## config.mk

```make
export PLATFORM = sky130hd
export DESIGN_NAME = boot_ctrl_regs_flat
export DESIGN_NICKNAME = d
export VERILOG_FILES = /design/src/rtl/boot_ctrl_regs_pkg.sv /design/src/rtl/boot_ctrl_regs_if.sv /design/src/rtl/boot_ctrl_regs_seq_fsm.sv /design/src/rtl/boot_ctrl_regs.sv /design/src/flat_wrapper.sv
export SDC_FILE = /design/constraint.sdc
export NUM_CORES = 1
export LEC_CHECK = 0
export ABC_CLOCK_PERIOD_IN_PS = 3030
export BUFFER_PORTS_ARGS = -buffer_cell sky130_fd_sc_hd__buf_2
export CAP_MARGIN = 15
export CORE_ASPECT_RATIO = 1.75
export CORE_MARGIN = 2
export CORE_UTILIZATION = 25
export CTS_CLUSTER_SIZE = 30
export DETAILED_ROUTE_END_ITERATION = 6
export PLACE_DENSITY = 0.49
export SETUP_SLACK_MARGIN = 0.4
export SLEW_MARGIN = 0
export SYNTH_ARGS = -nofsm -noshare
export SYNTH_HDL_FRONTEND = slang
export SYNTH_HIERARCHICAL = 1
export SYNTH_SLANG_ARGS = --single-unit
```

## constraint.sdc

```tcl
create_clock -name ACLK -period 3.03 [get_ports ACLK]
set_clock_uncertainty 0.2 [all_clocks]
set_input_delay 0.1515 -clock ACLK [delete_from_list [all_inputs] [get_ports ACLK]]
set_output_delay 0.1515 -clock ACLK [all_outputs]
set_load 0.02 [all_outputs]
```

## src/rtl/boot_ctrl_regs_pkg.sv

```systemverilog
// Shared constants for the BOOTCTRL register window: register offsets,
// STATUS/CTRL bit positions, sequencer states and a byte-merge helper.
package bootctrl_pkg;

    localparam logic [15:0] BOOT_STATUS_OFS   = 16'h0000;
    localparam logic [15:0] BOOT_CTRL_OFS     = 16'h0004;
    localparam logic [15:0] BOOT_DRAMBASE_OFS = 16'h0008;
    localparam logic [15:0] BOOT_ENTRYPC_OFS  = 16'h000C;
    localparam logic [15:0] BOOT_CYCLES_OFS   = 16'h0010;

    localparam int unsigned ST_HOLD_BIT     = 0;
    localparam int unsigned ST_RUNNING_BIT  = 1;
    localparam int unsigned ST_STARTING_BIT = 2;
    localparam int unsigned ST_HALTED_BIT   = 3;
    localparam int unsigned ST_WERR_BIT     = 4;

    localparam int unsigned CTRL_HOLD_BIT     = 0;
    localparam int unsigned CTRL_START_BIT    = 1;
    localparam int unsigned CTRL_WERR_CLR_BIT = 2;

    typedef enum logic [1:0] {
        IDLE,
        STARTING,
        RUN,
        HALTED
    } boot_state_e;

    function automatic logic [31:0] byte_merge(input logic [31:0] old_v,
                                               input logic [31:0] new_v,
                                               input logic [3:0]  be);
        logic [31:0] r;
        r = old_v;
        for (int unsigned b = 0; b < 4; b++) begin
            if (be[b]) r[8*b +: 8] = new_v[8*b +: 8];
        end
        return r;
    endfunction

endpackage

```

## src/rtl/boot_ctrl_regs_if.sv

```systemverilog
// Host register bus for the BOOTCTRL window: one write channel with byte
// enables and one read channel with registered read data.
interface boot_ctrl_regs_if;

    logic [15:0] WRADDR;
    logic [3:0]  BYTEEN;
    logic        WREN;
    logic [31:0] WDATA;
    logic [15:0] RDADDR;
    logic        RDEN;
    logic [31:0] RDATA;

    modport master (
        output WRADDR, BYTEEN, WREN, WDATA, RDADDR, RDEN,
        input  RDATA
    );

    modport slave (
        input  WRADDR, BYTEEN, WREN, WDATA, RDADDR, RDEN,
        output RDATA
    );

endinterface

```

## src/rtl/boot_ctrl_regs_seq_fsm.sv

```systemverilog
// Core boot sequencer: IDLE/STARTING/RUN/HALTED state, reset-pulse counter
// and saturating run-cycle counter.
module boot_seq_fsm
    import bootctrl_pkg::*;
#(
    parameter int unsigned RST_CYCLES = 16
) (
    input  logic        clk,
    input  logic        rst,
    input  logic        start_i,
    input  logic        hold_i,
    input  logic        halt_i,
    output boot_state_e state_o,
    output logic [31:0] cycles_o
);

    localparam logic [15:0] CNT_LOAD = 16'(RST_CYCLES - 1);

    boot_state_e state_q, state_d;
    logic [15:0] cnt_q, cnt_d;
    logic [31:0] cycles_q, cycles_d;

    always_comb begin
        state_d  = state_q;
        cnt_d    = cnt_q;
        cycles_d = cycles_q;
        unique case (state_q)
            IDLE: ;
            STARTING: begin
                if (cnt_q == '0) state_d = RUN;
                else             cnt_d   = cnt_q - 16'd1;
            end
            RUN: begin
                if (cycles_q != '1) cycles_d = cycles_q + 32'd1;
                if (halt_i)         state_d  = HALTED;
            end
            HALTED: ;
            default: state_d = IDLE;
        endcase
        // start is only ever raised with hold already released, so it wins
        if (start_i) begin
            state_d  = STARTING;
            cnt_d    = CNT_LOAD;
            cycles_d = '0;
        end else if (hold_i) begin
            state_d = IDLE;
        end
    end

    always_ff @(posedge clk) begin
        if (rst) begin
            state_q  <= IDLE;
            cnt_q    <= '0;
            cycles_q <= '0;
        end else begin
            state_q  <= state_d;
            cnt_q    <= cnt_d;
            cycles_q <= cycles_d;
        end
    end

    assign state_o  = state_q;
    assign cycles_o = cycles_q;

endmodule

```

## src/rtl/boot_ctrl_regs.sv

```systemverilog
// BOOTCTRL register responder: decodes host reads/writes, holds DRAMBASE,
// ENTRYPC, HOLD_RESET and WERR, and drives the core reset via boot_seq_fsm.
module boot_ctrl_regs
    import bootctrl_pkg::*;
#(
    parameter logic [15:0] BASE_ADDR     = 16'h1000,
    parameter int unsigned RST_CYCLES    = 16,
    parameter logic [31:0] DRAMBASE_INIT = 32'h0,
    parameter logic [31:0] ENTRYPC_INIT  = 32'h0
) (
    input  logic                   ACLK,
    input  logic                   ARESET,
    boot_ctrl_regs_if.slave        bus,
    input  logic                   CORE_HALT,
    output logic                   CPU_RESET,
    output logic [31:0]            DRAM_BASE,
    output logic [31:0]            ENTRY_PC
);

    logic        hold_q, hold_d;
    logic        start_q, start_d;
    logic        werr_q, werr_d;
    logic [31:0] dram_base_q, dram_base_d;
    logic [31:0] entry_pc_q, entry_pc_d;
    logic [31:0] rdata_q, rdata_d;

    logic [15:0] wr_ofs, rd_ofs;
    logic        wr_locked, werr_set, werr_clr;
    logic [31:0] status, ctrl_rd;
    boot_state_e state;
    logic [31:0] cycles;

    assign wr_ofs    = bus.WRADDR - BASE_ADDR;
    assign rd_ofs    = bus.RDADDR - BASE_ADDR;
    assign wr_locked = (state == STARTING) || (state == RUN);

    always_comb begin
        hold_d      = hold_q;
        start_d     = 1'b0;
        dram_base_d = dram_base_q;
        entry_pc_d  = entry_pc_q;
        werr_set    = 1'b0;
        werr_clr    = 1'b0;
        if (bus.WREN) begin
            case (wr_ofs)
                BOOT_CTRL_OFS: if (bus.BYTEEN[0]) begin
                    hold_d   = bus.WDATA[CTRL_HOLD_BIT];
                    start_d  = bus.WDATA[CTRL_START_BIT] & ~bus.WDATA[CTRL_HOLD_BIT];
                    werr_clr = bus.WDATA[CTRL_WERR_CLR_BIT];
                end
                BOOT_DRAMBASE_OFS: begin
                    if (wr_locked) werr_set    = 1'b1;
                    else           dram_base_d = byte_merge(dram_base_q, bus.WDATA, bus.BYTEEN);
                end
                BOOT_ENTRYPC_OFS: begin
                    if (wr_locked) werr_set   = 1'b1;
                    else           entry_pc_d = byte_merge(entry_pc_q, bus.WDATA, bus.BYTEEN);
                end
                default: ;
            endcase
        end
        werr_d = werr_q;
        if (werr_clr) werr_d = 1'b0;
        if (werr_set) werr_d = 1'b1;
    end

    always_comb begin
        status                  = '0;
        status[ST_HOLD_BIT]     = hold_q;
        status[ST_RUNNING_BIT]  = (state == RUN);
        status[ST_STARTING_BIT] = (state == STARTING);
        status[ST_HALTED_BIT]   = (state == HALTED);
        status[ST_WERR_BIT]     = werr_q;
        ctrl_rd                 = '0;
        ctrl_rd[CTRL_HOLD_BIT]  = hold_q;
        rdata_d = rdata_q;
        if (bus.RDEN) begin
            case (rd_ofs)
                BOOT_STATUS_OFS:   rdata_d = status;
                BOOT_CTRL_OFS:     rdata_d = ctrl_rd;
                BOOT_DRAMBASE_OFS: rdata_d = dram_base_q;
                BOOT_ENTRYPC_OFS:  rdata_d = entry_pc_q;
                BOOT_CYCLES_OFS:   rdata_d = cycles;
                default:           rdata_d = '0;
            endcase
        end
    end

    always_ff @(posedge ACLK) begin
        if (ARESET) begin
            hold_q      <= 1'b1;
            start_q     <= 1'b0;
            werr_q      <= 1'b0;
            dram_base_q <= DRAMBASE_INIT;
            entry_pc_q  <= ENTRYPC_INIT;
            rdata_q     <= '0;
        end else begin
            hold_q      <= hold_d;
            start_q     <= start_d;
            werr_q      <= werr_d;
            dram_base_q <= dram_base_d;
            entry_pc_q  <= entry_pc_d;
            rdata_q     <= rdata_d;
        end
    end

    // START is staged one cycle so the sequencer enters STARTING on the edge after the CTRL write
    boot_seq_fsm #(
        .RST_CYCLES(RST_CYCLES)
    ) u_seq (
        .clk     (ACLK),
        .rst     (ARESET),
        .start_i (start_q),
        .hold_i  (hold_q),
        .halt_i  (CORE_HALT),
        .state_o (state),
        .cycles_o(cycles)
    );

    assign bus.RDATA = rdata_q;
    assign CPU_RESET = (state != RUN);
    assign DRAM_BASE = dram_base_q;
    assign ENTRY_PC  = entry_pc_q;

endmodule

```

## src/flat_wrapper.sv

```systemverilog
// flat-port wrapper written by rule: the top's interface ports become plain ports
module boot_ctrl_regs_flat import bootctrl_pkg::*;
#(
    parameter logic [15:0] BASE_ADDR     = 16'h1000,
    parameter int unsigned RST_CYCLES    = 16,
    parameter logic [31:0] DRAMBASE_INIT = 32'h0,
    parameter logic [31:0] ENTRYPC_INIT  = 32'h0
)
  (ACLK, ARESET, CORE_HALT, CPU_RESET, DRAM_BASE, ENTRY_PC, bus_WRADDR, bus_BYTEEN, bus_WREN, bus_WDATA, bus_RDADDR, bus_RDEN, bus_RDATA);
  boot_ctrl_regs_if bus_i ();
  input  logic ACLK;
  input  logic ARESET;
  input  logic CORE_HALT;
  output logic CPU_RESET;
  output logic [31:0] DRAM_BASE;
  output logic [31:0] ENTRY_PC;
  input wire logic [$bits(bus_i.WRADDR)-1:0] bus_WRADDR;
  input wire logic [$bits(bus_i.BYTEEN)-1:0] bus_BYTEEN;
  input wire logic [$bits(bus_i.WREN)-1:0] bus_WREN;
  input wire logic [$bits(bus_i.WDATA)-1:0] bus_WDATA;
  input wire logic [$bits(bus_i.RDADDR)-1:0] bus_RDADDR;
  input wire logic [$bits(bus_i.RDEN)-1:0] bus_RDEN;
  output wire logic [$bits(bus_i.RDATA)-1:0] bus_RDATA;
  assign bus_i.WRADDR = bus_WRADDR;
  assign bus_i.BYTEEN = bus_BYTEEN;
  assign bus_i.WREN = bus_WREN;
  assign bus_i.WDATA = bus_WDATA;
  assign bus_i.RDADDR = bus_RDADDR;
  assign bus_i.RDEN = bus_RDEN;
  assign bus_RDATA = bus_i.RDATA;
  boot_ctrl_regs #(.BASE_ADDR(BASE_ADDR), .RST_CYCLES(RST_CYCLES), .DRAMBASE_INIT(DRAMBASE_INIT), .ENTRYPC_INIT(ENTRYPC_INIT)) u_core (.ACLK(ACLK), .ARESET(ARESET), .bus(bus_i), .CORE_HALT(CORE_HALT), .CPU_RESET(CPU_RESET), .DRAM_BASE(DRAM_BASE), .ENTRY_PC(ENTRY_PC));
endmodule
```

After elaboration in Yosys (flattened, before gate mapping)
Cells that the tools add are included.

storage, ports and cells
  bits in registers = 149
  output and inout bits = 97
  word-level logic and storage cells = 87

operators by class
  $add $sub $neg = 4
  equal/unequal tests = 17
  multiplexer cells = 17
  bitwise operators = 7
  reduce and logical (&&, ||, !) cells = 25

operators by type and width
  operator                                              count
  case mux 32 bit (5 select lines)                      1
  == test 16 x 4 -> 1 bit (second input constant)       4
  adder 32 x 1 -> 32 bit (second input constant)        1
  == test 16 x 3 -> 1 bit (second input constant)       2
  zero test 16 bit                                      2
  != test 32 bit (second input constant)                1
  AND reduction 4 bit                                   8
  subtractor 16 x 13 -> 16 bit (second input constant)  2
  == test 16 x 5 -> 1 bit (second input constant)       1
  subtractor 16 x 1 -> 16 bit (second input constant)   1
  2-to-1 mux 4 bit                                      3
  2-to-1 mux 1 bit                                      10
  AND reduction 3 bit                                   3
  != test 4 x 2 -> 1 bit (second input constant)        2
  != test 2 bit (second input constant)                 3
  inverter 1 bit                                        6
  AND reduction 2 bit                                   3
  nonzero test 2 bit                                    3
  == test 2 bit (second input constant)                 2
  2-to-1 mux 2 bit                                      2
  case mux 2 bit (2 select lines)                       1
  nonzero test 4 bit                                    1
  OR reduction 2 bit                                    2
  OR reduction 4 bit                                    1
  5 further kinds                                       5

Depth between registers and ports, before layout
  depth in word-level cells = 6
  gate-level depth with buffers = 8
  gate-level depth less buffers = 7

Cells and area by module
Netlist, hierarchy kept.

by module, submodules not included
  module          instances  cells an instance  area each (um^2)  sequential area each (um^2)
  boot_ctrl_regs  1          562                4580.6            1981.9
  boot_seq_fsm    1          295                2493.6            1001.0

Worst setup path before layout
Ideal clock, no wire load.

  path kind = register to register
  start point = register u_core.u_seq.cycles_q[0] (netlist: u_core/u_seq/cycles_o[0])
  end point = register u_core.u_seq.cycles_q[30] (netlist: u_core/u_seq/cycles_o[30])
  setup time = 70 ps
  arrival time = 2331 ps
  path slack = 428 ps
  stages on the path, launching flop included = 8
  clock period less this slack = 2602 ps
  cells stage by stage = dfxtp_1 > ha_1 > nand4_2 > or4_1 > or4b_1 > buf_2 > or3_1 > a21oi_1

between the ends
  cells in the longest elaborated chain, start to end = 2
  elaborated cells between the ends (all ways) = 3
  classes of those cells = add/sub: 1; eq/ne: 1; reduce/logical: 1

ends and longest elaborated chain
  item                                                                            RTL line                      RTL
  from (decl)                                                                     boot_ctrl_regs_seq_fsm.sv:21  logic [31:0] cycles_q, cycles_d;
  from (signal assigned)                                                          boot_ctrl_regs_seq_fsm.sv:58  cycles_q <= cycles_d;
  parallel branches: the longest is 2 deep, another holds adder 32 x 1 -> 32 bit  --

Parallel ways; which one is timed is not known.
A chain may end at the register's enable or synchronous reset.

Worst setup path in the final report
  start point = register u_core.u_seq.cnt_q[6]
  end point = register u_core.u_seq.cnt_q[1]

between the ends
  cells in the longest elaborated chain, start to end = 3

ends and longest elaborated chain
  item                              RTL line                      RTL
  from (decl)                       boot_ctrl_regs_seq_fsm.sv:20  logic [15:0] cnt_q, cnt_d;
  from (signal assigned)            boot_ctrl_regs_seq_fsm.sv:57  cnt_q <= cnt_d;
  zero test 16 bit                  boot_ctrl_regs_seq_fsm.sv:30  if (cnt_q == '0) state_d = RUN;
  != test 2 x 1 -> 1 bit (no line)  --
  AND reduction 2 bit (no line)     --

No other way between the ends.

==> flow_summary.json <==
{
  "reg2reg_to": "u_core/u_seq/cnt_q[1]",
  "cts_tree": "built",
  "async_flop_share": 0,
  "area_growth_pct": 32.2,
  "port_buffers": 169,
  "final_hold_viol_count": 0,
  "cp_num_cells": 5,
  "rsz0062_at_grt": "yes",
  "cts_inserted_buffers": 17,
  "reg2reg_slack_ps": 470,
  "total_power_uw": 4470,
  "maxSlewViolCount": 0,
  "worst-path-buf-inv": 0,
  "first_iter_violations": 397,
  "cts_buffer_depth": 2,
  "status": "completed",
  "worstPathRequired_ps": 3180,
  "min_to": "u_core/DRAM_BASE[20]",
  "initial_core_util": 0.254,
  "max_cap_viol_count": 0,
  "num_rows": 81,
  "relSlewSlack": 0.457,
  "drive_above_1_share": 0.235,
  "clock_sinks": 149,
  "fp.dieH_um": 227,
  "wl_per_cell_um": 17.1,
  "nets": 1129,
  "root_buffer": "clkbuf_16",
  "drc": 0,
  "post-route-util": 0.336,
  "crit_slowest_cell": "or4_1",
  "wl_mm": 24.5,
  "start_kind": "flop",
  "cp-end-kind": "flop",
  "syn-num-nets": 937,
  "tightest_slew_ps": 815,
  "grt_pass1_vias": 6938,
  "detail-route-antenna-nets": 0,
  "hpwl_mm": 17.7,
  "synth_flop_cell": "dfxtp_1",
  "die-area_mm2": 0.0297,
  "power_density_mw_per_mm2": 477,
  "ys_seq_area_frac": 0.422,
  "p_int_uw": 3450,
  "fmax_ghz": 0.390,
  "slowest_delay_ps": 620,
  "htree_levels": 4,
  "clk-insertion-delay-late_ps": 440,
  "synth_area_mm2": 0.00707,
  "finalSetupTns_ps": 0,
  "drt-vias-per-instance": 4.93,
  "hold_start": "bus_BYTEEN[2]",
  "p_comb_frac": 0.055,
  "path_delay_family": "simple AND/OR/NAND/NOR gates",
  "synthCells": 857,
  "grt_max_degree": 71,
  "cp_cell_sequence": "or4_1, or4_1, o21a_1, and3_1, a311oi_1",
  "crit_fanout": 7,
  "critPathArrivalTime_ps": 2710,
  "ios": 170,
  "grt_usage": 0.165,
  "hold_path.class": "input port to flop",
  "worstHoldPathCells": 5,
  "clkSlewWorstSetupHoldPaths_ps": 60,
  "power_leakage_uw": 0.00357,
  "setup_viol": 0,
  "synth-seq-cells": 149,
  "synth_edf_count": 0,
  "post-route-min-period_ps": 2560,
  "vias": 7078,
  "ff2ff_path_depth": 5,
  "ys_types": 61,
  "finalCritPeriodShare": 0.845,
  "grt_pass1_wl_mm": 38.4,
  "die_w_um": 131,
  "p_sw_uw": 1020,
  "ys_warn_count": 6,
  "switching_share": 0.228,
  "vdd_drop_max_mv": 0.368,
  "syn_avg_cell_area_um2": 8.25,
  "grt_overflow": 0,
  "antenna_found_initial": 0,
  "first_pass_iters": 5,
  "core-area_mm2": 0.0279,
  "r2r-start": "u_core/u_seq/cnt_q[6]",
  "cp_common_cell": "or4_1",
  "clkPwrFrac": 0.507,
  "antenna_cells": 0,
  "seqPwrFrac": 0.438,
  "place_congestion": 0.844,
  "path_class": "flop to flop"
}
==> layout make-up <==
type | count | area (um^2)
inverters | 13 | 48.8
clock buffers | 18 | 439
fillers | 2961 | 18500
clock inverters | 14 | 184
multi-input cells | 633 | 3740
flip-flops and latches | 149 | 2990
well taps | 373 | 467
repair buffers | 235 | 1490
==> cell families (layout without fill, tap and decap cells) <==
group,Yosys count,count (layout),synth area share
and+or+nand+nor,297,297,0.224
AOI/OAI and AO/OA,275,275,0.214
DFF,149,149,0.422
buffers and inverters,75,280,0.0548
muxes,31,31,0.0442
xor gates and xnor gates,23,23,0.0285
adders and majority gates,7,7,0.0124
==> registers in the layout, summed over array words and instances, names as in the netlist <==
signal	cells
u_core/DRAM_BASE	32
u_core/ENTRY_PC	32
u_core/bus.RDATA	32
u_core/hold_q	1
u_core/start_q	1
u_core/u_seq/cnt_q	16
u_core/u_seq/cycles_o	32
u_core/u_seq/state_o	2
u_core/werr_q	1
==> tightest hold or removal path, stage by stage <==
cell	delay, ps
buf_2	110
nand2_1	90
nor2_2	100
nand3_1	100
a21oi_1	50
==> how the worst max path moves through the flow <==
stage                              from                        end  slack (ps)
6_report          u_core/u_seq/cnt_q[6]      u_core/u_seq/cnt_q[1]         470
5_1_grt           u_core/u_seq/cnt_q[6]      u_core/u_seq/cnt_q[1]         390
4_1_cts        u_core/u_seq/cycles_o[1]  u_core/u_seq/cycles_o[26]         440
3_5_place_dp   u_core/u_seq/cycles_o[0]  u_core/u_seq/cycles_o[26]         300
3_3_place_gp   u_core/u_seq/cycles_o[0]  u_core/u_seq/cycles_o[30]         320
2_1_floorplan  u_core/u_seq/cycles_o[0]  u_core/u_seq/cycles_o[30]         430
==> cells in the final DEF (no fill, tap or decap), types with 5 or more instances in the layout <==
cell type,n
nor3_1,7
or2_2,9
xor2_1,22
nand2_1,52
nor2_1,67
nand4_1,15
buf_2,169
o31ai_1,6
or4_1,8
dlygate4sd3_1,50
mux2i_1,29
o21ai_0,84
and3_1,8
inv_1,13
a21oi_1,113
clkbuf_16,17
o21ai_1,32
ha_1,6
dfxtp_1,145
a22oi_1,8
nor4_1,8
buf_4,14
clkinv_2,5
nand3_1,74
o211ai_1,6
or3_1,13
==> cell usage after synthesis, drive strengths merged (5+ instances only) <==
master | instances | share of area
dfxtp | 149 | 0.42
o21ai | 116 | 0.082
a21oi | 113 | 0.080
nand3 | 74 | 0.052
nor2 | 69 | 0.037
nand2 | 52 | 0.028
clkbuf | 36 | 0.019
mux2i | 29 | 0.041
buf | 26 | 0.029
xor2 | 22 | 0.027
nand4 | 18 | 0.020
inv | 13 | 0.0069
or3 | 13 | 0.011
nor4 | 10 | 0.013
or2 | 9 | 0.0080
or4 | 9 | 0.0096
a22oi | 8 | 0.0085
and3 | 8 | 0.0071
nor3 | 8 | 0.0057
ha | 7 | 0.012
o211ai | 6 | 0.0064
o31ai | 6 | 0.0064
and4 | 5 | 0.0065
o2111ai | 5 | 0.0071
==> power groups by stage <==
stage,Sequential [uW],Clock [uW],Combinational [uW]
final,1960,2260,245
after global routing,1960,2410,265
after CTS,1960,2320,243
after detailed placement,2000,0,199
after global placement,2000,0,199
after floorplan,2000,0,96.2
==> per-layer routing <==
| metal | GRT usage | part of all wire | vias up |
|---|---|---|---|
| li1 | - | - | 3492 |
| met1 | 0.186 | 0.39 | 3344 |
| met2 | 0.301 | 0.54 | 203 |
| met3 | 0.0358 | 0.041 | 39 |
| met4 | 0.0694 | 0.028 | 0 |
| met5 | 0 | 0 | - |
==> per-stage QoR <==
step                cell area, um^2  hold WS, ps  worst slack (ps)  std cells
floorplan                      7070         69.8               428        857
global placement               8180          224               318       1352
detailed placement             8180          224               303       1352
CTS                            9310         36.1               437       1434
global route                   9360         45.5               393       1435
finish                         9360         9.96               469       1435
==> what timing repair did <==
item                                   CTS  global route
pin swaps                                0             2
setup endpoints to repair                3            10
endpoints found under the hold margin   80             0
hold buffers                            50             0
resized for setup                        3            10
buffers inserted                         0             0
Power figures use the tool's default switching activity.
